File: src/rtl/sram_model_counter.sv
// Loadable down-counter used for the read latency countdown; holds at zero.
module sram_model_counter #(
  parameter int unsigned W = 3
) (
  input  logic         clk,
  input  logic         rst,
  input  logic         load,
  input  logic         dec,
  input  logic [W-1:0] load_val,
  output logic [W-1:0] count
);

  always_ff @(posedge clk) begin
    if (rst)
      count <= '0;
    else if (load)
      count <= load_val;
    else if (dec && count != '0)
      count <= count - W'(1);
  end

endmodule

File: config.mk
export PLATFORM = sky130hd
export DESIGN_NAME = sram_model_counter
export DESIGN_NICKNAME = d
export VERILOG_FILES = /design/src/rtl/sram_model_counter.sv
export SDC_FILE = /design/constraint.sdc
export NUM_CORES = 1
export LEC_CHECK = 0
export ABC_AREA = 1
export BUFFER_PORTS_ARGS = -buffer_cell sky130_fd_sc_hd__buf_2
export CORE_AREA = 2 2 39 41
export CTS_BUF_LIST = sky130_fd_sc_hd__clkbuf_8
export DETAILED_ROUTE_END_ITERATION = 8
export DIE_AREA = 0 0 41 43
export GPL_TIMING_DRIVEN = 0
export PLACE_DENSITY_LB_ADDON = 0.1
export SLEW_MARGIN = 30
export SYNTH_ARGS = -nofsm -noshare
export SYNTH_HDL_FRONTEND = slang
export SYNTH_SLANG_ARGS = --single-unit
File: constraint.sdc
create_clock -name clk -period 1.35 [get_ports clk]
set_input_delay 0.2025 -clock clk [delete_from_list [all_inputs] [get_ports clk]]
set_output_delay 0.2025 -clock clk [all_outputs]
set_load 0.05 [all_outputs]
Word-level counts from Yosys, hierarchy flattened
Cells that the tools add are included.
W data, S select, Z words.
- register bits after elaboration: 3
- input bits: 7
- output and inout bits: 3
- logic and storage cells: 7
- add/subtract/negate cells: 1
- mux-type cells: 2
- reductions and logical operators: 3
- operator list (operator ; number):
    $mux W3 ; 2
    $reduce_bool A3 Y1 ; 1
    $sub A3 B1 Y3 const B ; 1
    $reduce_bool A2 Y1 ; 1
    $logic_and A1 B1 Y1 ; 1

Logic depth before layout (Yosys ltp)
Gate-level depths: netlist of the first run.
- depth after elaboration: 4
- mapped depth: 9
- depth with buffers taken out: 9

Worst setup path after synthesis of the first run
Ideal clock, no wire load.
- kind: register to register
- start point: register count[0]
- end point: register count[1]
- library setup time: 0.111 ns
- arrival: 1.452 ns
- required time: 1.239 ns
- path slack: -0.214 ns
- stages on the path, launching flop included: 10
- path buffers: 0
- period minus slack after synthesis: 1.564 ns
- path through: dfxtp_1 inv_1 ha_1 ha_1 inv_1 nand2_1 nand2_1 inv_1 nor2_1 nor2_1
- word-level cells in the longest chain between the ends: 3
- elaborated cells between the ends (all ways): 6
- those cells by class: add/sub (1); mux (2); reduce/logical (3)
- RTL lines (what ; RTL line ; RTL):
    start, declared ; 10 ; output logic [W-1:0] count
    start signal, assigned ; 17 ; count <= load_val;
    start signal, assigned ; 19 ; count <= count - W'(1);
    $sub A3 B1 Y3 / $reduce_bool A3 Y1 (equally long branches) ; 19, 18 ;
    $mux W3 / $logic_and A1 B1 Y1 (equally long branches) ; 18 ; else if (dec && count != '0)
    $mux W3 / $reduce_bool A2 Y1 (equally long branches) ; - ;
Several ways; a longest one is shown, not always the timed one. The select of a mux whose other input is x is not followed.
A chain may end at the register's enable or synchronous reset.

Worst setup path after layout of the first run
Same ends and word-level chain as after synthesis.

==> summary.md, run 1 <==
| Metric | Value |
|---|---|
| CTS clk-pin slew, worst paths | `0.03 ns` |
| Synth Area per Inst | `5.92 µm²` |
| Synth area leaders | `dfxtp_1 (30%), nand2_1 (20%), inv_1 (13%)` |
| Vias in the first global route | `232` |
| Crit path max-delay family | `adder cells` |
| Sequential group share of total power | `22.0%` |
| Largest register FFs | `3` |
| Antenna violations before repair | `0` |
| Switching Share | `30.2%` |
| Gp weighted congestion | `0.664` |
| Critical path depth | `9` |
| Crit path kind | `flip-flop to flip-flop` |
| CP Launch Type | `flip-flop` |
| Initial Util | `14.6%` |
| DP Wirelength | `379 µm` |
| Critical path's slowest cell | `dfxtp_4` |
| WHS Path Cells | `4` |
| Post-synth ARST share | `0%` |
| Min cycle time layout | `1.26 ns` |
| Die height | `43 µm` |
| Synth Register Bits | `3` |
| H-tree depth | `1` |
| Initial DRC Count | `3` |
| Yosys cell types | `9` |
| Crit share post-route | `93.2%` |
| CP Capture Type | `flip-flop` |
| Core area | `1380 µm²` |
| Design area | `343 µm²` |
| Total of max-cap violations | `0` |
| CTS tree | `done` |
| Wirelength per Cell | `7.17 µm` |
| Clk sink count | `3` |
| Worst EP arrival | `1.40 ns` |
| Ys flop type | `dfxtp_1` |
| Worst-Skew Late Latency | `0.21 ns` |
| Clock power frac | `51.0%` |
| Largest net degree at the start of global routing | `7` |
| Worst path max stage delay | `0.34 ns` |
| Most frequent cells after synthesis | `nand2_1 (11), inv_1 (7), nor2_1 (5), dfxtp_1 (3)` |
| Cell Area, Synth | `201 µm²` |
| CTS Buf Count | `3` |
| Pint | `0.342 mW` |
| Register Area | `68.8 µm²` |
| Drt pass-1 iters | `2` |
| Net count of the mapped netlist | `43` |
| Hold-fix buffers, CTS | `0` |
| Combinational fraction of design power | `27.0%` |
| Post-detailed-route via-to-cell ratio | `3.65` |
| CP Cell Sequence | `inv_1 > ha_1 > ha_1 > inv_1 > nand2_2 > buf_4 > nand3_1 > nand2_1 > nor2_1` |
| Hold Vio Cnt, Final | `0` |
| Worst path bufs/invs | `3` |
| Port bufs | `9` |
| Fillers | `169` |
| Area occupied by multi-input gates | `119 µm²` |
| Yosys top cell by area | `dfxtp_1` |
| Cell count after synthesis | `34` |
| Top cell type's share of synthesized area | `29.8%` |
| Peak VDD IR | `0.848 mV` |
| Status | `finished clean` |
| Die area | `1760 µm²` |
| Most common cell in the netlist | `nand2_1` |
| Dpl cell area | `275 µm²` |
| Regs by FF count | `count (3)` |
| Final worst hold slack | `0.241 ns` |
| Worst Path Max Fanout | `4` |
| Num ports | `10` |
| Relative slew slack | `83.6%` |
| Longest Clk Path Bufs | `2` |
| Grt ovf | `0` |
| Chip Width | `41 µm` |
| Final setup viols | `0` |
| Cell count of the worst reg-to-reg path | `9` |
| Clock Tree Root | `clkbuf_8` |
| Yosys warns | `0` |
| Leakage | `0.198 nW` |
| Total GRT Usage | `6.81%` |
| # diodes | `0` |
| CP Data Required Time | `1.49 ns` |
| Remaining antenna violation count | `0` |
| First-pass GRT wire length | `793 µm` |
| Reg with most FFs | `count` |
| Row cnt | `14` |
| Pwr per Cell Area | `1430 nW/µm²` |
| EDFF count, synth | `0` |
| Post-synthesis sequential area ratio | `29.8%` |
| Remaining DRCs | `0` |
| Layout overhead on the synthesized area | `70.2%` |
| Via count | `237` |
| Worst hold-check path type | `input pin to flip-flop` |
| P_sw | `0.148 mW` |
| Worst slew pin tran | `0.248 ns` |
| Fin Clk Skew | `0.00185 ns` |
| Fmax | `0.795 GHz` |
| Routed wire length | `466 µm` |
| Final Max Slew Viols | `0` |
| Final nets | `59` |
| Share of layout cells above drive strength 1 | `46.9%` |
==> per-layer routing <==
| layer | part of all wire (%) | GRT usage (%) | wire [µm] | up-vias |
|---|---|---|---|---|
| met1 | 44 | 7.35 | 207 | 101 |
| met5 | 0 | 0 | 0 | - |
| met3 | 9.0 | 5.24 | 42 | 0 |
| li1 | - | - | - | 130 |
| met2 | 46 | 10.0 | 216 | 6 |
| met4 | 0 | 2.00 | 0 | 0 |
==> tightest hold or removal path, stage by stage <==
cell	delay, ns
buf_2	0.07
inv_1	0.05
nand2_1	0.06
nor2_1	0.03
==> final timing paths <==
path | start | end | slack, ns
min reg2reg | count[0]$_SDFFE_PP0P_ | count[0]$_SDFFE_PP0P_ | 0.51
min | rst | count[2]$_SDFFE_PP0P_ | 0.24
max reg2reg | count[0]$_SDFFE_PP0P_ | count[1]$_SDFFE_PP0P_ | 0.09
max | count[0]$_SDFFE_PP0P_ | count[1]$_SDFFE_PP0P_ | 0.09
==> cell families after synthesis <==
logic type,after synthesis,synth area share [%]
simple gates,19,37.9
buf+inv,8,14.9
flops,3,29.8
compound gates,2,4.97
fa+ha+maj,2,12.4
==> power by group through the flow <==
| stage | clock network (mW) | registers [mW] | logic [mW] |
|---|---|---|---|
| after floorplan | 0 | 0.147 | 0.0506 |
| after global placement | 0 | 0.109 | 0.119 |
| after detailed placement | 0 | 0.109 | 0.119 |
| after CTS | 0.259 | 0.108 | 0.119 |
| after global routing | 0.264 | 0.109 | 0.151 |
| final | 0.250 | 0.108 | 0.132 |
==> cell usage in the layout, fill, tap and decap left out <==
cell type,count
nand2_1,9
buf_2,9
inv_1,7
nor2_1,4
clkbuf_8,3
nand2_2,2
inv_2,2
nand3_1,2
o21ai_0,2
nor2_2,2
ha_1,2
dfxtp_4,2
buf_4,2
dfxtp_2,1
==> final cells by class <==
cell class	count	area share, %
multi-input combinational	23	34.7
inverter	8	8.76
clock inverter	1	1.09
tap	16	5.84
sequential	3	20.1
timing repair buffer	11	17.5
clock buffer	3	12.0
==> metrics by stage <==
step / power [mW] / instances / TNS (ns) / utilization [%] / setup slack, ns
final: 0.490 / 65 / 0 / 24.8 / 0.0922
after detailed placement: 0.228 / 59 / 0 / 19.9 / 0.0609
after floorplan: 0.198 / 34 / 0 / - / 0.0440
after CTS: 0.487 / 63 / 0 / 23.1 / 0.0541
after global routing: 0.524 / 65 / -0.00935 / 24.8 / -0.00935
after global placement: 0.229 / 59 / 0 / 19.9 / 0.0667
==> repair_timing <==
item / 4_1_cts / 5_1_grt
buffers inserted: 0 / 2
endpoints found under the hold margin: 0 / 0
setup endpoints to repair: 0 / 3
resized for setup: 0 / 4
Note: power is estimated with default switching activity, not from simulation.
==> run 2: changes to the inputs <==
--- a/config.mk
+++ b/config.mk
@@ -6,12 +6,11 @@
 export NUM_CORES = 1
 export LEC_CHECK = 0
 export ABC_AREA = 1
-export BUFFER_PORTS_ARGS = -buffer_cell sky130_fd_sc_hd__buf_2
+export BUFFER_PORTS_ARGS = -buffer_cell sky130_fd_sc_hd__buf_4
 export CORE_AREA = 2 2 39 41
 export CTS_BUF_LIST = sky130_fd_sc_hd__clkbuf_8
 export DETAILED_ROUTE_END_ITERATION = 8
 export DIE_AREA = 0 0 41 43
-export GPL_TIMING_DRIVEN = 0
 export PLACE_DENSITY_LB_ADDON = 0.1
 export SLEW_MARGIN = 30
 export SYNTH_ARGS = -nofsm -noshare
==> constraint.sdc (replaced) <==
create_clock -name clk -period 1.6 [get_ports clk]
set_input_delay 0.24 -clock clk [delete_from_list [all_inputs] [get_ports clk]]
set_output_delay 0.24 -clock clk [all_outputs]
set_load 0.05 [all_outputs]
==> summary.md, run 2 (synthesis gave the netlist of run 1 again) <==
| Metric | Value |
|---|---|
| Antenna violations before repair | `0 (unchanged)` |
| CTS tree | `done` |
| Grt ovf | `0 (unchanged)` |
| Met3 WL post-DR | `50 µm (+19%)` |
| Post-CTS Setup Inserts | `0 (unchanged)` |
| DP Wirelength | `372 µm (-1.8%)` |
| Final Max Slew Viols | `0 (unchanged)` |
| Fin Clk Skew | `0.00327 ns (+0.00142 ns)` |
| Fmax | `0.766 GHz (-3.6%)` |
| Die height | `43 µm (unchanged)` |
| Uppermost layer routed | `met3` |
| Min cycle time layout | `1.31 ns (+0.0474 ns)` |
| Pwr per Cell Area | `1220 nW/µm² (-15%)` |
| Remaining DRCs | `0 (unchanged)` |
| Worst-Skew Late Latency | `0.21 ns (about the same)` |
| Hold Vio Cnt, Final | `0 (unchanged)` |
| Reg2Reg Setup Slack | `0.29 ns (+0.20 ns)` |
| Vias in the first global route | `217 (-6.5%)` |
| # diodes | `0 (unchanged)` |
| Relative slew slack | `90.2% (+6.6 points)` |
| Die area | `1760 µm² (unchanged)` |
| Peak VDD IR | `0.480 mV (-43%)` |
| Port bufs | `9 (unchanged)` |
| Commonest cells after routing, fill and taps aside | `nand2_1 (11), buf_4 (9), inv_1 (8), nor2_1 (5)` |
| Setup tns final | `0 ns (unchanged)` |
| Crit share post-route | `81.6% (-12 points)` |
| Final setup viols | `0 (unchanged)` |
| Chip Width | `41 µm (unchanged)` |
| Initial DRC Count | `2 (-1)` |
| Drt pass-1 iters | `4 (+2)` |
| Largest net degree at the start of global routing | `7 (unchanged)` |
| Worst Path Max Fanout | `4 (unchanged)` |
| Final nets | `57 (-3.4%)` |
| Post_cts resized | `0 (unchanged)` |
| Reg with most FFs | `count` |
| CP Capture Type | `flip-flop` |
| Layout overhead on the synthesized area | `65.8%` |
| Worst hold-check path type | `input pin to flip-flop` |
| Final worst hold slack | `0.295 ns (+0.0543 ns)` |
| Clk sink count | `3 (unchanged)` |
| Via count | `227 (-4.2%)` |
| Status | `finished clean` |
| Worst EP arrival | `1.41 ns (about the same)` |
| Commonest non-fill, non-tap cell in the layout | `nand2_1` |
| CP Launch Type | `flip-flop` |
| Crit path kind | `flip-flop to flip-flop` |
| Longest Clk Path Bufs | `2 (unchanged)` |
| Core area | `1380 µm² (unchanged)` |
| Metal1 wirelength | `188 µm (-9.2%)` |
| Leakage | `0.193 nW (-2.2%)` |
| Worst slew pin tran | `0.145 ns (-0.103 ns)` |
| CTS Buf Count | `3 (unchanged)` |
| Wirelength per Cell | `7.11 µm (-0.81%)` |
| H-tree depth | `1 (unchanged)` |
| Num ports | `10 (unchanged)` |
| Regs by FF count | `count (3)` |
| Remaining antenna violation count | `0 (unchanged)` |
| Metal2 WL | `209 µm (-3.2%)` |
| Clock Tree Root | `clkbuf_8` |
| Hold-fix buffers, CTS | `0 (unchanged)` |
| Routed wire length | `448 µm (-3.9%)` |
| RSZ-0062 raised after global routing | `no` |
| CTS clk-pin slew, worst paths | `0.03 ns (about the same)` |
| CP Data Required Time | `1.70 ns (+0.21 ns)` |
| Total of max-cap violations | `0 (unchanged)` |
| Total GRT Usage | `7.62% (+0.80 points)` |
| Row cnt | `14 (unchanged)` |
| Post-detailed-route via-to-cell ratio | `3.60 (-1.2%)` |
| Largest register FFs | `3 (unchanged)` |
| Share of layout cells above drive strength 1 | `29.8% (-17 points)` |
| Gp weighted congestion | `0.654 (-1.5%)` |
| Initial Util | `14.6% (unchanged)` |
| First-pass GRT wire length | `821 µm (+3.5%)` |
[run 2: where the power goes]
group          internal, mW  switching, mW
Sequential           0.0845        0.00571
Combinational        0.0398         0.0665
Clock                 0.163         0.0477
[run 2: through the flow]
stage                     utilization (%)  worst slack (ns)  cells  power (mW)  area, µm²
after floorplan                         -            0.0363     34       0.165        201
after global placement               20.9             0.264     59       0.201        289
after detailed placement             20.9             0.286     59       0.200        289
after CTS                            24.1             0.272     63       0.419        334
after global routing                 24.1             0.101     63       0.439        334
final                                24.1             0.295     63       0.407        334
[run 2: layer usage]
metal,vias up,global-route usage (%)
met5,-,0
met4,0,4.00
met3,0,8.38
met2,8,9.69
met1,94,7.35
li1,125,-
[run 2: worst paths after layout]
kind | from | to | cells past startpoint
worst min register to register | count[0]$_SDFFE_PP0P_ | count[0]$_SDFFE_PP0P_ | 2
worst max-delay path | count[0]$_SDFFE_PP0P_ | count[1]$_SDFFE_PP0P_ | 9
worst min-delay path | rst | count[2]$_SDFFE_PP0P_ | 4
worst max register to register | count[0]$_SDFFE_PP0P_ | count[1]$_SDFFE_PP0P_ | 9
[run 2: cell type report]
cell class / count / area (µm²)
Fill cell: 168 / 1050
Sequential cell: 3 / 60.1
Clock inverter: 1 / 3.75
Multi-Input combinational cell: 23 / 111
Inverter: 8 / 30.0
Tap cell: 16 / 20.0
Clock buffer: 3 / 41.3
Timing Repair Buffer: 9 / 67.6
[run 2: critical path, stage by stage, from the launching register on]
cell	delay, ns
dfxtp_1	0.37
inv_1	0.06
ha_1	0.19
ha_1	0.17
inv_1	0.05
nand2_1	0.07
nand2_1	0.10
inv_1	0.06
nor2_1	0.08
nor2_1	0.04
